**config.mk**
```make
export PLATFORM = sky130hd
export DESIGN_NAME = affine_addr_gen
export DESIGN_NICKNAME = d
export VERILOG_FILES = /design/src/rtl/affine_addr_gen.sv
export SDC_FILE = /design/constraint.sdc
export NUM_CORES = 1
export LEC_CHECK = 0
export BUFFER_PORTS_ARGS = -buffer_cell sky130_fd_sc_hd__buf_2
export CAP_MARGIN = 20
export CELL_PAD_IN_SITES_DETAIL_PLACEMENT = 1
export CELL_PAD_IN_SITES_GLOBAL_PLACEMENT = 1
export CORE_UTILIZATION = 44
export CTS_CLUSTER_SIZE = 25
export DETAILED_ROUTE_END_ITERATION = 6
export PLACE_DENSITY = 0.8
export SYNTH_ARGS = -nofsm -noshare
export SYNTH_HDL_FRONTEND = slang
export SYNTH_SLANG_ARGS = --single-unit
```
**constraint.sdc**
```tcl
create_clock -name clk -period 6 [get_ports clk]
set_clock_uncertainty 0.05 [all_clocks]
set_input_delay 0.6 -clock clk [delete_from_list [all_inputs] [get_ports clk]]
set_output_delay 0.6 -clock clk [all_outputs]
set_load 0.01 [all_outputs]
```
**src/rtl/affine_addr_gen.sv**
```systemverilog
// N-dimensional affine address generator: walks a nested loop of NDIM counters
// (dim 0 innermost) and emits one address per accepted beat on a valid/ready stream.
module affine_addr_gen #(
  parameter int NDIM = 3,
  parameter int AW   = 32,
  parameter int CW   = 16
) (
  input  logic               clk,
  input  logic               rst_n,
  input  logic               start,
  input  logic               abort,
  input  logic [AW-1:0]      cfg_base,
  input  logic [NDIM*CW-1:0] cfg_extent,
  input  logic [NDIM*AW-1:0] cfg_delta,
  output logic [AW-1:0]      addr,
  output logic               addr_valid,
  input  logic               addr_ready,
  output logic               last,
  output logic               busy,
  output logic               done
);

  typedef enum logic {IDLE, RUN} state_e;

  state_e                   state_q, state_d;
  logic [AW-1:0]            addr_q, addr_d;
  logic                     valid_q, valid_d;
  logic                     last_q, last_d;
  logic                     done_q, done_d;
  logic [NDIM-1:0][CW-1:0]  cnt_q, cnt_d;
  logic [NDIM-1:0][CW-1:0]  lim_q, lim_d;      // extent-1, with extent 0 folded to 1
  logic [NDIM-1:0][AW-1:0]  delta_q, delta_d;

  logic [NDIM-1:0][CW-1:0]  cfg_lim;
  logic                     start_last;
  logic [NDIM-1:0][CW-1:0]  cnt_step;
  logic [AW-1:0]            step_delta;
  logic                     step_last;
  logic                     found;

  always_comb begin
    start_last = 1'b1;
    for (int d = 0; d < NDIM; d++) begin
      cfg_lim[d] = (cfg_extent[d*CW +: CW] == '0) ? '0 : cfg_extent[d*CW +: CW] - CW'(1);
      if (cfg_lim[d] != '0) start_last = 1'b0;
    end
  end

  // Odometer step: lowest non-saturated dim advances, all dims below it roll to 0.
  always_comb begin
    found      = 1'b0;
    step_delta = '0;
    cnt_step   = cnt_q;
    step_last  = 1'b1;
    for (int d = 0; d < NDIM; d++) begin
      if (!found) begin
        if (cnt_q[d] < lim_q[d]) begin
          found       = 1'b1;
          cnt_step[d] = cnt_q[d] + CW'(1);
          step_delta  = delta_q[d];
        end else begin
          cnt_step[d] = '0;
        end
      end
    end
    for (int d = 0; d < NDIM; d++) begin
      if (cnt_step[d] != lim_q[d]) step_last = 1'b0;
    end
  end

  // NOTE: every signal gets its hold/default value first so no path leaves it unassigned (no latches).
  always_comb begin
    state_d = state_q;
    addr_d  = addr_q;
    valid_d = valid_q;
    last_d  = last_q;
    done_d  = 1'b0;
    cnt_d   = cnt_q;
    lim_d   = lim_q;
    delta_d = delta_q;
    unique case (state_q)
      IDLE: begin
        if (start) begin
          lim_d   = cfg_lim;
          delta_d = cfg_delta;
          cnt_d   = '0;
          addr_d  = cfg_base;
          valid_d = 1'b1;
          last_d  = start_last;
          state_d = RUN;
        end
      end
      RUN: begin
        if (abort) begin
          valid_d = 1'b0;
          last_d  = 1'b0;
          state_d = IDLE;
        end else if (valid_q && addr_ready) begin
          if (last_q) begin
            valid_d = 1'b0;
            last_d  = 1'b0;
            done_d  = 1'b1;
            state_d = IDLE;
          end else begin
            cnt_d  = cnt_step;
            addr_d = addr_q + step_delta;
            last_d = step_last;
          end
        end
      end
      default: state_d = IDLE;
    endcase
  end

  // NOTE: state registers use non-blocking assignments so every flop samples pre-edge values.
  always_ff @(posedge clk or negedge rst_n) begin
    if (!rst_n) begin
      state_q <= IDLE;
      addr_q  <= '0;
      valid_q <= 1'b0;
      last_q  <= 1'b0;
      done_q  <= 1'b0;
      cnt_q   <= '0;
      lim_q   <= '0;
      delta_q <= '0;
    end else begin
      state_q <= state_d;
      addr_q  <= addr_d;
      valid_q <= valid_d;
      last_q  <= last_d;
      done_q  <= done_d;
      cnt_q   <= cnt_d;
      lim_q   <= lim_d;
      delta_q <= delta_d;
    end
  end

  assign addr       = addr_q;
  assign addr_valid = valid_q;
  assign last       = last_q;
  assign busy       = (state_q == RUN);
  assign done       = done_q;

endmodule

```
# After elaboration in Yosys (flattened, before gate mapping)

Cells that the tools add are included.
W data, S select, Z words.

Muxes and demuxes: 51
Equality and inequality tests: 9
$mul: 0
$lt $le $gt $ge: 3
Bitwise gates (word level): 1
Reduce and logical (&&, ||, !) cells: 11
Add/subtract/negate cells: 7
Divide/modulo/power cells: 0
Shifts and indexed selects: 0

Operators with widths:

| operator                | number |
|---|---|
| $mux W32                | 9 |
| $mux W48                | 4 |
| $mux W16                | 8 |
| $pmux W48 S2            | 1 |
| $pmux W32 S2            | 1 |
| $add A16 B1 Y16 const B | 3 |
| $logic_not A16 Y1       | 3 |
| $lt A16 B16 Y1          | 3 |
| $ne A16 B16 Y1          | 3 |
| $reduce_bool A16 Y1     | 3 |
| $sub A16 B1 Y16 const B | 3 |
| $add A32 B32 Y32        | 1 |
| $mux W1                 | 25 |
| $ne A2 B2 Y1 const B    | 3 |
| $ne A3 B2 Y1 const B    | 2 |
| $pmux W1 S2             | 3 |
| $reduce_and A2 Y1       | 2 |
| $reduce_and A4 Y1       | 1 |
| $reduce_and A3 Y1       | 1 |
| $ne A2 B1 Y1 const B    | 1 |
| $logic_and A1 B1 Y1     | 1 |
| $not A1 Y1              | 1 |

Register bits: 228
ROM bits: 0
Bits in writable memories: 0
Bits in latches: 0
Memories kept: 0
Bits of input ports: 181

# Longest topological paths before layout

Depth after elaboration: 11
Gate-level depth with buffers: 26

# Least setup slack after synthesis

OpenSTA, ideal clock, no wires.

Path kind: flip-flop to flip-flop
From: reg cnt_q[19] in the netlist's numbering
To: reg addr_q[26] (netlist: addr[26])
Cell stages (with the launch flop): 26
Setup time: 0.131 ns
Data arrival time: 4.897 ns
Clock period less this slack: 5.078 ns
Setup slack: 0.922 ns
Required time: 5.819 ns
Path through: dfrtp_1 -> ha_1 -> o21ai_0 -> a221oi_2 -> o221a_2 -> buf_2 -> nor2_1 -> clkbuf_1 -> nor2_1 -> clkbuf_1 -> a221oi_1 -> nor2_1 -> ha_1 -> inv_1 -> fa_1 -> nor2b_1 -> o21a_1 -> o211ai_1 -> a311oi_1 -> o211ai_1 -> a21oi_1 -> o221ai_1 -> o21ai_0 -> a21oi_1 -> mux2i_1 -> nand2_1

Cells in the longest elaborated chain, start to end: 10

Ends and longest elaborated chain:

| element                | RTL line | RTL |
|---|---|---|
| start, declared        | 30       | `logic [NDIM-1:0][CW-1:0] cnt_q, cnt_d;` |
| start signal, assigned | 132      | `cnt_q <= cnt_d;` |
| $lt A16 B16 Y1 *       | 57       | `if (cnt_q[d] < lim_q[d]) begin` |
| $mux W32               | 57       |  |
| $mux W32               | 56       | `if (!found) begin` |
| $mux W32               | 57       |  |
| $mux W32 *             | 56       |  |
| $add A32 B32 Y32 *     | 106      | `addr_d = addr_q + step_delta;` |
| $mux W32 *             | 99       | `if (last_q) begin` |
| $mux W32 *             | 98       | `end else if (valid_q && addr_ready) begin` |
| $mux W32 *             | 94       | `if (abort) begin` |
| $pmux W32 S2 *         | 81       | `unique case (state_q)` |
| end signal, assigned   | 128      | `addr_q <= addr_d;` |
| end, declared          | 26       | `logic [AW-1:0] addr_q, addr_d;` |

Mark *: on every way between the ends. The rest lies on a longest branch, timed or not. The select of a mux whose other input is x is not followed.
A chain may end at the register's enable or synchronous reset.

# Worst setup path in the final report

From: reg cnt_q[25] in the netlist's numbering
To: reg addr_q[26] (netlist: addr[26])

The elaborated chain is that of the path after synthesis.

==> results.md <==
- Result of the run: completed
- Met3 Routed Length: 2.939 mm
- Synthesized area: 15,570 um2
- Highest fanout seen on the critical path: 37
- Root Buffer Master: clkbuf_16
- Critical path's most frequent cell: a21oi_1
- DRC violation count after routing: 0
- Endpoint kind of the worst setup timing path: register
- Detailed Routing Iterations Pass 1: 7
- Mean cell area of the mapped netlist: 8.061 um2
- Post-layout total power: 0.006129 W
- DIE HEIGHT: 190.1 um
- Area share of the leading cell type in the synthesized netlist: 36.64%
- Leading cell types by total area after synthesis: dfrtp_1 37%, nand2_1 11%, ha_1 6.6%
- Tightest Hold Check Type: primary input to async pin
- Unrepaired setup endpoints after global routing: false
- Share of final-layout standard cells stronger than drive strength 1: 15.13%
- Setup Viol. Count Final: 0
- Crit. Startpoint: cnt_q[25]
- Area growth syn-to-layout: 16.11%
- Data required time at the worst endpoint: 6.40 ns
- WP data arrival: 6.04 ns
- Half-perimeter wire length after detailed placement: 39.52 mm
- H-Tree Level Count: 1
- Clock edge transition at the registers on the reported setup and hold paths: 0.06 ns
- Ordered list of cells on the worst path: ha_1 > a21oi_1 > o21ai_0 > a211o_1 > nor2_4 > buf_6 > a221oi_1 > nor2_1 > ha_1 > inv_1 > fa_1 > nor2b_1 > o21a_1 > o211ai_1 > a311oi_1 > o211ai_1 > a21oi_1 > o221ai_1 > o21ai_0 > a21oi_1 > mux2i_1 > nand2_1
- Lkg Pwr: 8.480 nW
- Number of hold violations in the final report: 0
- Post-synth EDFFs: 0
- PwrDens: 338.9 nW/um2
- Vias in the first global route: 15,670
- Total wire length after detailed routing: 54.69 mm
- Clock latency on the worst-skew pair: 0.57 ns
- Post-layout net count: 2,365
- Fill cell count: 4,293
- Sequential fraction of the synthesis area: 36.64%
- Number of placed I/O pins: 217
- Worst reg2reg path depth: 22
- Floorplan Core Area: 34,710 um2
- Crit-path max cell delay: 0.52 ns
- Maximum number of pins on one net before global-route repair: 128
- Critical path's slowest cell: a211o_1
- Worst Setup Path Type: register to register
- Commonest non-fill, non-tap cell in the layout: nand2_1
- Maximum operating frequency: 177.3 MHz
- Sum of met2 wire segment lengths after detailed routing: 25.20 mm
- Post-Syn Nets: 2,196
- Capturing element of the worst setup path: addr[26]
- Sum of routed wire segments on met1: 24.48 mm
- Number of buffers and inverters on the critical path: 2
- End of the worst register-to-register path: addr[26]
- Synth Instances: 1,932
- Number of clock buffers inserted by TritonCTS: 28
- Fin crit period: 5.640 ns
- Most frequently used flop master after synthesis: dfrtp_1
- Number of buffers added on ports: 216
- Starting density of the core: 44.86%
- Initial antenna violation count: 5
- Total via count in the routed design: 15,250
- Top layer reached by signal wires: met5
- Deepest clock path buffer count: 3
- Critical R2R Launch: cnt_q[25]
- CTS tree: yes
- Reg2Reg Setup Slack: 0.36 ns
- Setup Total Neg Slack: 0 ns
- Average detailed-routed wire length per instance: 21.21 um
- Initial DRC count: 929
- Share of synthesized flip-flops with an asynchronous set or reset: 100.0%
- Final global-route overflow total: 0
- Warnings from Yosys: 0
- Critical Path Stages: 22
- Routability-driven placement congestion ratio: 0.9480
- Global-route wire length before repair: 87.01 mm
- Headroom to the max-slew limit: 24.75%
- Max-slew violation count: 0
- Sinks on Clock Net: 228
- Placement row count: 68
- Post-synthesis cell type with the largest combined area: dfrtp_1
- Post-CTS setup-driven buffer insertion count: 0
- Floorplan die area: 36,150 um2
- Cell variety after synth: 83
- Number of max-capacitance violations reported: 0
- Die W: 190.1 um
- Worst IR Drop VDD: 290.7 uV
- Part of the cycle the worst path needs: 93.99%
- Commonest cells after routing, fill and taps aside: 462 x nand2_1, 227 x dfrtp_1, 216 x buf_2
- Count of antenna-violating nets left after detailed routing: 0
- Transition time of the tightest slew-check pin: 1.126 ns
- Critical path's top delay family: compound AO/OA/AOI/OAI gates
- Global router's overall resource usage: 30.37%
- Register bit total from synthesis: 228
- Via count normalized by instance count: 5.917
- Worst setup SP type: register
## state kept, by name (all words and copies together), names as in the netlist
signal	flops
delta_q	96
cnt_q	48
lim_q	48
addr	32
addr_valid	1
busy	1
done	1
last	1
## cell usage after synthesis (all sizes together), types with 3 or more instances
library cell / count
xor2: 33
clkbuf: 80
a22oi: 10
or4: 7
a22o: 14
mux2i: 28
nor2: 151
nor3b: 9
o31a: 4
a311oi: 5
and3: 32
and2: 7
a21o: 14
o21ai: 139
a31oi: 20
a32oi: 5
a21oi: 77
o21a: 11
nor3: 44
o2111ai: 3
o211ai: 10
nor2b: 12
o21bai: 9
nand4: 22
nand2b: 14
ha: 82
dfrtp: 228
o31ai: 48
o221ai: 6
nand3b: 10
xnor2: 68
buf: 23
o41ai: 7
o22ai: 14
a221oi: 36
nand2: 463
a2111oi: 4
o32a: 4
or3: 8
nor4: 19
a32o: 3
and4: 6
nand3: 37
inv: 76
a211oi: 6
## stage by stage
step           cells  worst slack, ns  instance area [um2]  hold WS (ns)  utilization (%)
6_report        2578           0.3604                18080      0.005971            52.09
5_1_grt         2577           0.1045                18080        0.1109            52.08
4_1_cts         2573           0.3799                18040       0.07702            51.96
2_1_floorplan   1932           0.9217                15570        0.2544                -
3_3_place_gp    2523           0.6558                17030        0.4079            49.06
3_5_place_dp    2523           0.3726                17030        0.4132            49.06
## where the power goes
part | total [W] | internal, W | leakage, nW | switching (W)
clock | 0.00186 | 0.00115 | 0.496 | 0.000713
combinational | 0.00215 | 0.000857 | 5.10 | 0.00129
sequential | 0.00212 | 0.00184 | 2.88 | 0.000279
total | 0.00613 | 0.00385 | 8.48 | 0.00228
## per-layer routing
metal | up-vias | track usage [%]
li1 | 7158 | -
met1 | 7518 | 41.67
met2 | 457 | 48.54
met3 | 115 | 4.372
met4 | 6 | 11.14
met5 | - | 0
## worst min path at each step
stage,slack (ns),to,depth (start not counted),startpoint
2_1_floorplan,0.25,addr[0],0,rst_n
3_3_place_gp,0.41,delta_q[20],2,delta_q[20]
3_5_place_dp,0.41,delta_q[21],2,delta_q[21]
4_1_cts,0.08,lim_q[30],1,rst_n
5_1_grt,0.11,cnt_q[3],1,rst_n
6_report,0.006,cnt_q[3],1,rst_n
## repair_timing
item,in CTS,in global routing
hold endpoints to repair,0,0
hold buffers,0,0
setup endpoints to repair,0,2
gates resized for setup,0,1
## area by class of cell
| class | count | area, um2 | share of cell area [%] |
|---|---|---|---|
| multi-input cells | 1525 | 9191 | 50.83 |
| flip-flops and latches | 228 | 5707 | 31.56 |
| repair buffers | 242 | 1318 | 7.286 |
| clock buffers | 39 | 802.0 | 4.435 |
| well taps | 455 | 569.3 | 3.148 |
| inverters | 76 | 285.3 | 1.578 |
| clock inverters | 11 | 205.2 | 1.135 |
| diodes | 2 | 5.005 | 0.02768 |
## cell families (layout without fill, tap and decap cells)
family | Yosys count | after routing | share of synthesized area [%]
mux | 29 | 29 | 1.872
fa+ha+maj | 83 | 83 | 6.716
flops | 228 | 228 | 36.64
compound gates | 464 | 464 | 20.38
xor+xnor | 101 | 101 | 5.680
buf+inv | 179 | 368 | 4.619
simple gates | 848 | 848 | 24.09
other cells | 0 | 2 | 0
No activity file was read; power rests on OpenSTA's default activity.
